## src/rtl/ped_signal_controller.sv

```systemverilog
// ped_signal_controller
// Pedestrian crossing controller that follows an upstream vehicle light.
// A button press is latched as a pending request. It is served on the next
// rising edge of the vehicle red light. The crossing runs a steady WALK phase
// followed by a flashing don't-walk phase. If red drops mid-crossing, the
// crossing is aborted. An illegal vehicle-light combination latches FAULT
// until reset.
//
// Configuration macro: PED_COUNTDOWN_EN
//   defined   -> countdown shows the remaining flash cycles
//   undefined -> countdown is tied to zero and the counter is not built
//
// Ports
//   clk                 in   system clock, rising edge
//   reset               in   asynchronous, active-high reset
//   red, yellow, green  in   vehicle light state
//   ped_button          in   pedestrian request (level)
//   walk                out  walk lamp
//   dont_walk           out  don't-walk lamp
//   ped_wait            out  request pending
//   countdown[3:0]      out  remaining flash cycles
//   fault               out  illegal light combination latched
//
// state | meaning
// IDLE  | don't-walk steady, waiting for a request and a red rise
// WALK  | walk lamp on for WALK_CYCLES cycles
// FLASH | don't-walk toggling for FLASH_CYCLES cycles
// FAULT | illegal vehicle lights seen, held until reset
module ped_signal_controller #(
  parameter int WALK_CYCLES  = 8,
  parameter int FLASH_CYCLES = 6
) (
  input  logic       clk,
  input  logic       reset,
  input  logic       red,
  input  logic       yellow,
  input  logic       green,
  input  logic       ped_button,
  output logic       walk,
  output logic       dont_walk,
  output logic       ped_wait,
  output logic [3:0] countdown,
  output logic       fault
);

  typedef enum logic [1:0] {IDLE, WALK, FLASH, FAULT} state_t;

  localparam logic [7:0] WALK_LOAD  = 8'(WALK_CYCLES - 1);
  localparam logic [7:0] FLASH_LOAD = 8'(FLASH_CYCLES - 1);

  state_t     state, state_n;
  logic [7:0] timer, timer_n;
  logic       red_q, btn_q;
  logic       ped_wait_n, walk_n, dont_walk_n, fault_n;
  logic       illegal, red_rise, btn_rise;

  assign illegal  = (red & yellow) | (red & green) | (yellow & green);
  assign red_rise = red & ~red_q;
  assign btn_rise = ped_button & ~btn_q;

  always_comb begin
    state_n    = state;
    timer_n    = timer;
    ped_wait_n = ped_wait;
    if (btn_rise) ped_wait_n = 1'b1;

    if (illegal) begin
      state_n = FAULT;
    end else begin
      case (state)
        IDLE: begin
          // A press in the same cycle as the red rise is served immediately.
          if (red_rise && (ped_wait || btn_rise)) begin
            state_n = WALK;
            timer_n = WALK_LOAD;
          end
        end
        WALK: begin
          if (!red) begin
            state_n = IDLE;
            timer_n = 8'd0;
          end else if (timer == 8'd0) begin
            state_n = FLASH;
            timer_n = FLASH_LOAD;
          end else begin
            timer_n = timer - 8'd1;
          end
        end
        FLASH: begin
          if (!red || timer == 8'd0) begin
            state_n = IDLE;
            timer_n = 8'd0;
          end else begin
            timer_n = timer - 8'd1;
          end
        end
        default: state_n = FAULT;
      endcase
    end

    if ((state_n == WALK && state != WALK) || state_n == FAULT)
      ped_wait_n = 1'b0;

    walk_n  = (state_n == WALK);
    fault_n = (state_n == FAULT);
    case (state_n)
      WALK:    dont_walk_n = 1'b0;
      FLASH:   dont_walk_n = (state == FLASH) ? ~dont_walk : 1'b1;
      default: dont_walk_n = 1'b1;
    endcase
  end

  always_ff @(posedge clk or posedge reset) begin
    if (reset) begin
      state     <= IDLE;
      timer     <= 8'd0;
      red_q     <= 1'b0;
      btn_q     <= 1'b0;
      ped_wait  <= 1'b0;
      walk      <= 1'b0;
      dont_walk <= 1'b1;
      fault     <= 1'b0;
    end else begin
      state     <= state_n;
      timer     <= timer_n;
      red_q     <= red;
      btn_q     <= ped_button;
      ped_wait  <= ped_wait_n;
      walk      <= walk_n;
      dont_walk <= dont_walk_n;
      fault     <= fault_n;
    end
  end

`ifdef PED_COUNTDOWN_EN
  logic [3:0] countdown_n;

  always_comb begin
    countdown_n = 4'd0;
    if (state_n == FLASH)
      countdown_n = (state == FLASH) ? countdown - 4'd1 : 4'(FLASH_CYCLES);
  end

  always_ff @(posedge clk or posedge reset) begin
    if (reset) countdown <= 4'd0;
    else       countdown <= countdown_n;
  end
`else
  assign countdown = 4'd0;
`endif

endmodule

```

## config.mk

```make
export PLATFORM = sky130hd
export DESIGN_NAME = ped_signal_controller
export DESIGN_NICKNAME = d
export VERILOG_FILES = /design/src/rtl/ped_signal_controller.sv
export SDC_FILE = /design/constraint.sdc
export NUM_CORES = 1
export LEC_CHECK = 0
export ABC_CLOCK_PERIOD_IN_PS = 4950
export CELL_PAD_IN_SITES_DETAIL_PLACEMENT = 1
export CELL_PAD_IN_SITES_GLOBAL_PLACEMENT = 1
export CORE_MARGIN = 4
export CORE_UTILIZATION = 43
export DETAILED_ROUTE_END_ITERATION = 12
export GPL_ROUTABILITY_DRIVEN = 0
export GPL_TIMING_DRIVEN = 0
export PLACE_DENSITY_LB_ADDON = 0.1
export RECOVER_POWER = 25
export SLEW_MARGIN = 15
export SYNTH_ARGS = -nofsm -noshare
export SYNTH_HDL_FRONTEND = slang
export SYNTH_SLANG_ARGS = --single-unit
```

## constraint.sdc

```tcl
create_clock -name clk -period 4.95 [get_ports clk]
set_input_delay 1.485 -clock clk [delete_from_list [all_inputs] [get_ports clk]]
set_output_delay 1.485 -clock clk [all_outputs]
set_load 0.05 [all_outputs]
```

After elaboration in Yosys (flattened, before gate mapping):

Index checks and enable logic that the tools add are counted.

* add/sub/neg operators: 1
* equality and inequality tests: 7
* multiplexer cells: 15
* bitwise logic cells: 11
* reductions and logical operators: 11

Operators by type and width (count)
* $mux W8: 4
* $pmux W8 S3: 1
* $mux W2: 5
* $logic_not A8 Y1: 1
* $sub A8 B1 Y8 const B: 1
* $eq A2 B2 Y1 const B: 3
* $pmux W2 S3: 1
* $and A1 B1 Y1: 5
* $eq A2 B1 Y1 const B: 2
* $not A1 Y1: 4
* $logic_or A1 B1 Y1: 3
* $mux W1: 3
* $reduce_and A3 Y1: 1
* $reduce_bool A3 Y1: 1
* $logic_and A1 B1 Y1: 2
* $logic_not A2 Y1: 1
* $ne A2 B1 Y1 const B: 1
* $ne A2 B2 Y1 const B: 1
* $or A1 B1 Y1: 2
* $pmux W1 S2: 1
* $reduce_bool A2 Y1: 1
* $logic_not A1 Y1: 1

* bits in registers: 16
* input port bits: 6
* output and inout bits: 8
* logic and storage cells: 53

Longest topological paths before layout:

* depth after elaboration: 11
* gate-level depth with buffers: 8
* gate-level depth less buffers: 7

Least setup slack after synthesis:

No wires, ideal clock.

* path kind: input port to flip-flop
* start: input red
* end: register timer[5]
* arrival time: 2.656 ns
* path slack: 2.184 ns
* cell stages on the path: 6
* cell sequence: buf_2 > inv_1 > a211o_1 > a21o_1 > or2_1 > o41ai_1

* word-level cells in the longest chain between the ends: 5
* elaborated cells on any way between the ends: 14
* those cells by class: eq/ne: 1; mux: 3; bitwise: 6; reduce/logical: 4

Ends and longest elaborated chain
* start, declared: RTL line 35 `input logic red,`
* $and A1 B1 Y1: RTL line 57 `assign illegal = (red & yellow) | (red & green) | (yellow & green);`
* $or A1 B1 Y1 (2 in a row): RTL line 57
* $not A1 Y1 (no source line)
* $reduce_and A3 Y1 (no source line)
* end signal, assigned: RTL line 125 `timer <= timer_n;`
* end, declared: RTL line 52 `logic [7:0] timer, timer_n;`

Parallel ways exist; a longest one is shown, timed or not.
A chain may end at the register's enable or synchronous reset.

Worst setup path after layout:

Same ends and word-level chain as after synthesis.

==> run metrics <==
largest cells by area after synthesis=dfrtp_1 (38%), ha_1 (6.4%), a21oi_1 (5.1%); clock latency on the worst-skew pair=0.29 ns; synthesized area per cell=around 9.3 um^2; RSZ-0062 raised after global routing=false; Setup TNS=0 ns; post-synth top area share=0.385; layout cells sized above 1=0.140; P_leak=about 0.00051 uW; Die Height=approximately 56 um; cts hold-fix bufs=0; Post-CTS Resized=0; Worst EP arrival=3.50 ns; flops & latches, synth=16; max cap viols=0; Row Count=16; vias after detailed routing=between 800 and 900; crit end category=flop; Mapped Cells=about 110; sequential fraction of design power=0.398; clock power share=0.192; kind of critical path=in2reg; drt via density=5.47; Clock Tree Buf Depth=2; sequential fraction of the synthesis area=0.412; Max Fanout on Critical Path=9; Ports=14; non-filler cells, final=about 150; leading area contributor after synthesis=dfrtp_1; Total Power=about 460 uW; dpl cells=approximately 140; Post-Route WL=2320 um; Slew HR=0.588; combinational power share=0.410; worst hold slack=between 0.5 and 0.6 ns; Setup Skew=0.00434 ns; commonest non-fill, non-tap cell in the layout=dfrtp_1; Hold Violations, Final=0; max-slew violation count=0; DP Worst Slack=about 1.4 ns; status=complete, no violations; NetSw=about 190 uW; setup bufs post-CTS=0; Layout area overhead=17.6%; most frequent cells in the layout=dfrtp_1 (15), a21oi_1 (10), o21ai_0 (9), inv_1 (9), nor2_1 (7); Startpoint Class=input pin; period utilization=0.672; drt drc=0; IO Port Bufs=9; Fmax=~0.3 GHz; # nets final=~130; H-tree levels=1; Synth Warn #=0; switch share=0.402; pin count of the biggest net entering global routing=17; Total GRT Usage=0.166; first-pass GRT wire length=slightly above 4000 um; hpwl dp=around 1800 um; initial antenna violation count=0; Pre-antenna DRT Iters=4; Power Density=402 nW/um^2; setup slack after layout=1.62 ns; grt total ovfl=0; synthesized cell area=976 um^2; Routed WL per cell=15.6 um; core area=2060 um^2; worst vdd ir=around 0.24 mV; critical path required time=around 5 ns; Die Wd=approximately 56 um; slew at the pin closest to its max-slew limit=around 0.62 ns; Sink Count=16; final antenna-violating net count=0; Starting Density=0.473; CTS tree=done; initial DRC count=6; Final Critical Period=between 3 and 4 ns; CTS Buf Count=3; Root Buffer=clkbuf_4; number of global-route vias before repair=~860; Die ar.=roughly 3100 um^2; Setup-failing EPs final=0; ant diodes=0; Yosys cell types=38; cell internal pwr=approximately 280 uW; Reg clk slew, reported paths=approximately 0.10 ns; hold crit path type=reg2reg
layout make-up:
type                            count  area, um^2
Clock buffer                        4        36.3
Sequential cell                    16         402
Timing Repair Buffer                9        90.1
Inverter                            9        33.8
Multi-Input combinational cell     77         513
Buffer                              6        38.8
Fill cell                         236         915
Tap cell                           27        33.8
power groups by stage:
stage / combinational, uW / sequential [uW] / clock (uW)
after floorplan: 111 / 208 / 0
after global routing: 208 / 189 / 97.7
after global placement: 181 / 183 / 0
after detailed placement: 188 / 187 / 0
after CTS: 190 / 184 / 91.7
final: 189 / 184 / 88.6
stage by stage:
step	utilization	instance area, um^2
finish	0.556	1150
global route	0.556	1150
floorplan	-	987
global placement	0.539	1110
detailed placement	0.539	1110
CTS	0.556	1150
cells in the mapped netlist, drive strengths merged:
library cell and count:
a22o 1, a21oi 10, nor3b 1, clkbuf 1
a21boi 1, dfstp 1, mux2i 1, nand2b 2
o41ai 1, nor2b 2, buf 5, inv 9
a41oi 1, nor3 4, and2 3, o211ai 2
nor4 1, a22oi 1, o31ai 2, ha 5
or4 2, mux2 1, dfrtp 15, nor2 7
conb 1, nand2 6, o21ai 11, or2 2
o21bai 2, a21o 1, o221ai 1, a211o 2
logic make-up after synthesis:
logic type                 after synthesis  synth area share
AOI/OAI and AO/OA                       36             0.236
adders and majority gates                5            0.0641
buffers and inverters                   15            0.0743
DFF                                     16             0.412
muxes                                    2            0.0218
other                                    1           0.00384
and+or+nand+nor                         30             0.188
worst max-delay path: stages:
cell	delay, ns
dlygate4sd3_1	0.57
buf_2	0.21
inv_1	0.06
a211o_1	0.28
a21o_1	0.29
or2_1	0.32
o41ai_1	0.29
final timing paths:
| kind | startpoint | to | slack (ns) | cells after the start |
|---|---|---|---|---|
| worst max-delay path | red | timer[5]$_DFFE_PP0P_ | 1.62 | 7 |
| worst min-delay path | timer[6]$_DFFE_PP0P_ | timer[6]$_DFFE_PP0P_ | 0.52 | 1 |
| worst max register to register | timer[0]$_DFFE_PP0P_ | walk$_DFF_PP0_ | 2.66 | 8 |
| worst min register to register | timer[6]$_DFFE_PP0P_ | timer[6]$_DFFE_PP0P_ | 0.52 | 1 |
| max in group asynchronous | reset | state[0]$_DFF_PP0_ | 2.85 | 2 |
| min in group asynchronous | reset | timer[6]$_DFFE_PP0P_ | 1.70 | 2 |
sequential cells by signal (all words and copies together) (netlist names):
signal and count:
red_q 1, walk 1, timer 8, btn_q 1, dont_walk 1, state 2, ped_wait 1, fault 1
routing by layer:
metal	track usage	up-vias	share of wire	routed length, um
met4	0.0833	0	0.018	42
li1	-	394	-	-
met3	0.0418	5	0.041	96
met1	0.212	394	0.47	1100
met5	0	-	0	0
met2	0.257	17	0.47	1080
Note: power is estimated with default switching activity, not from simulation.
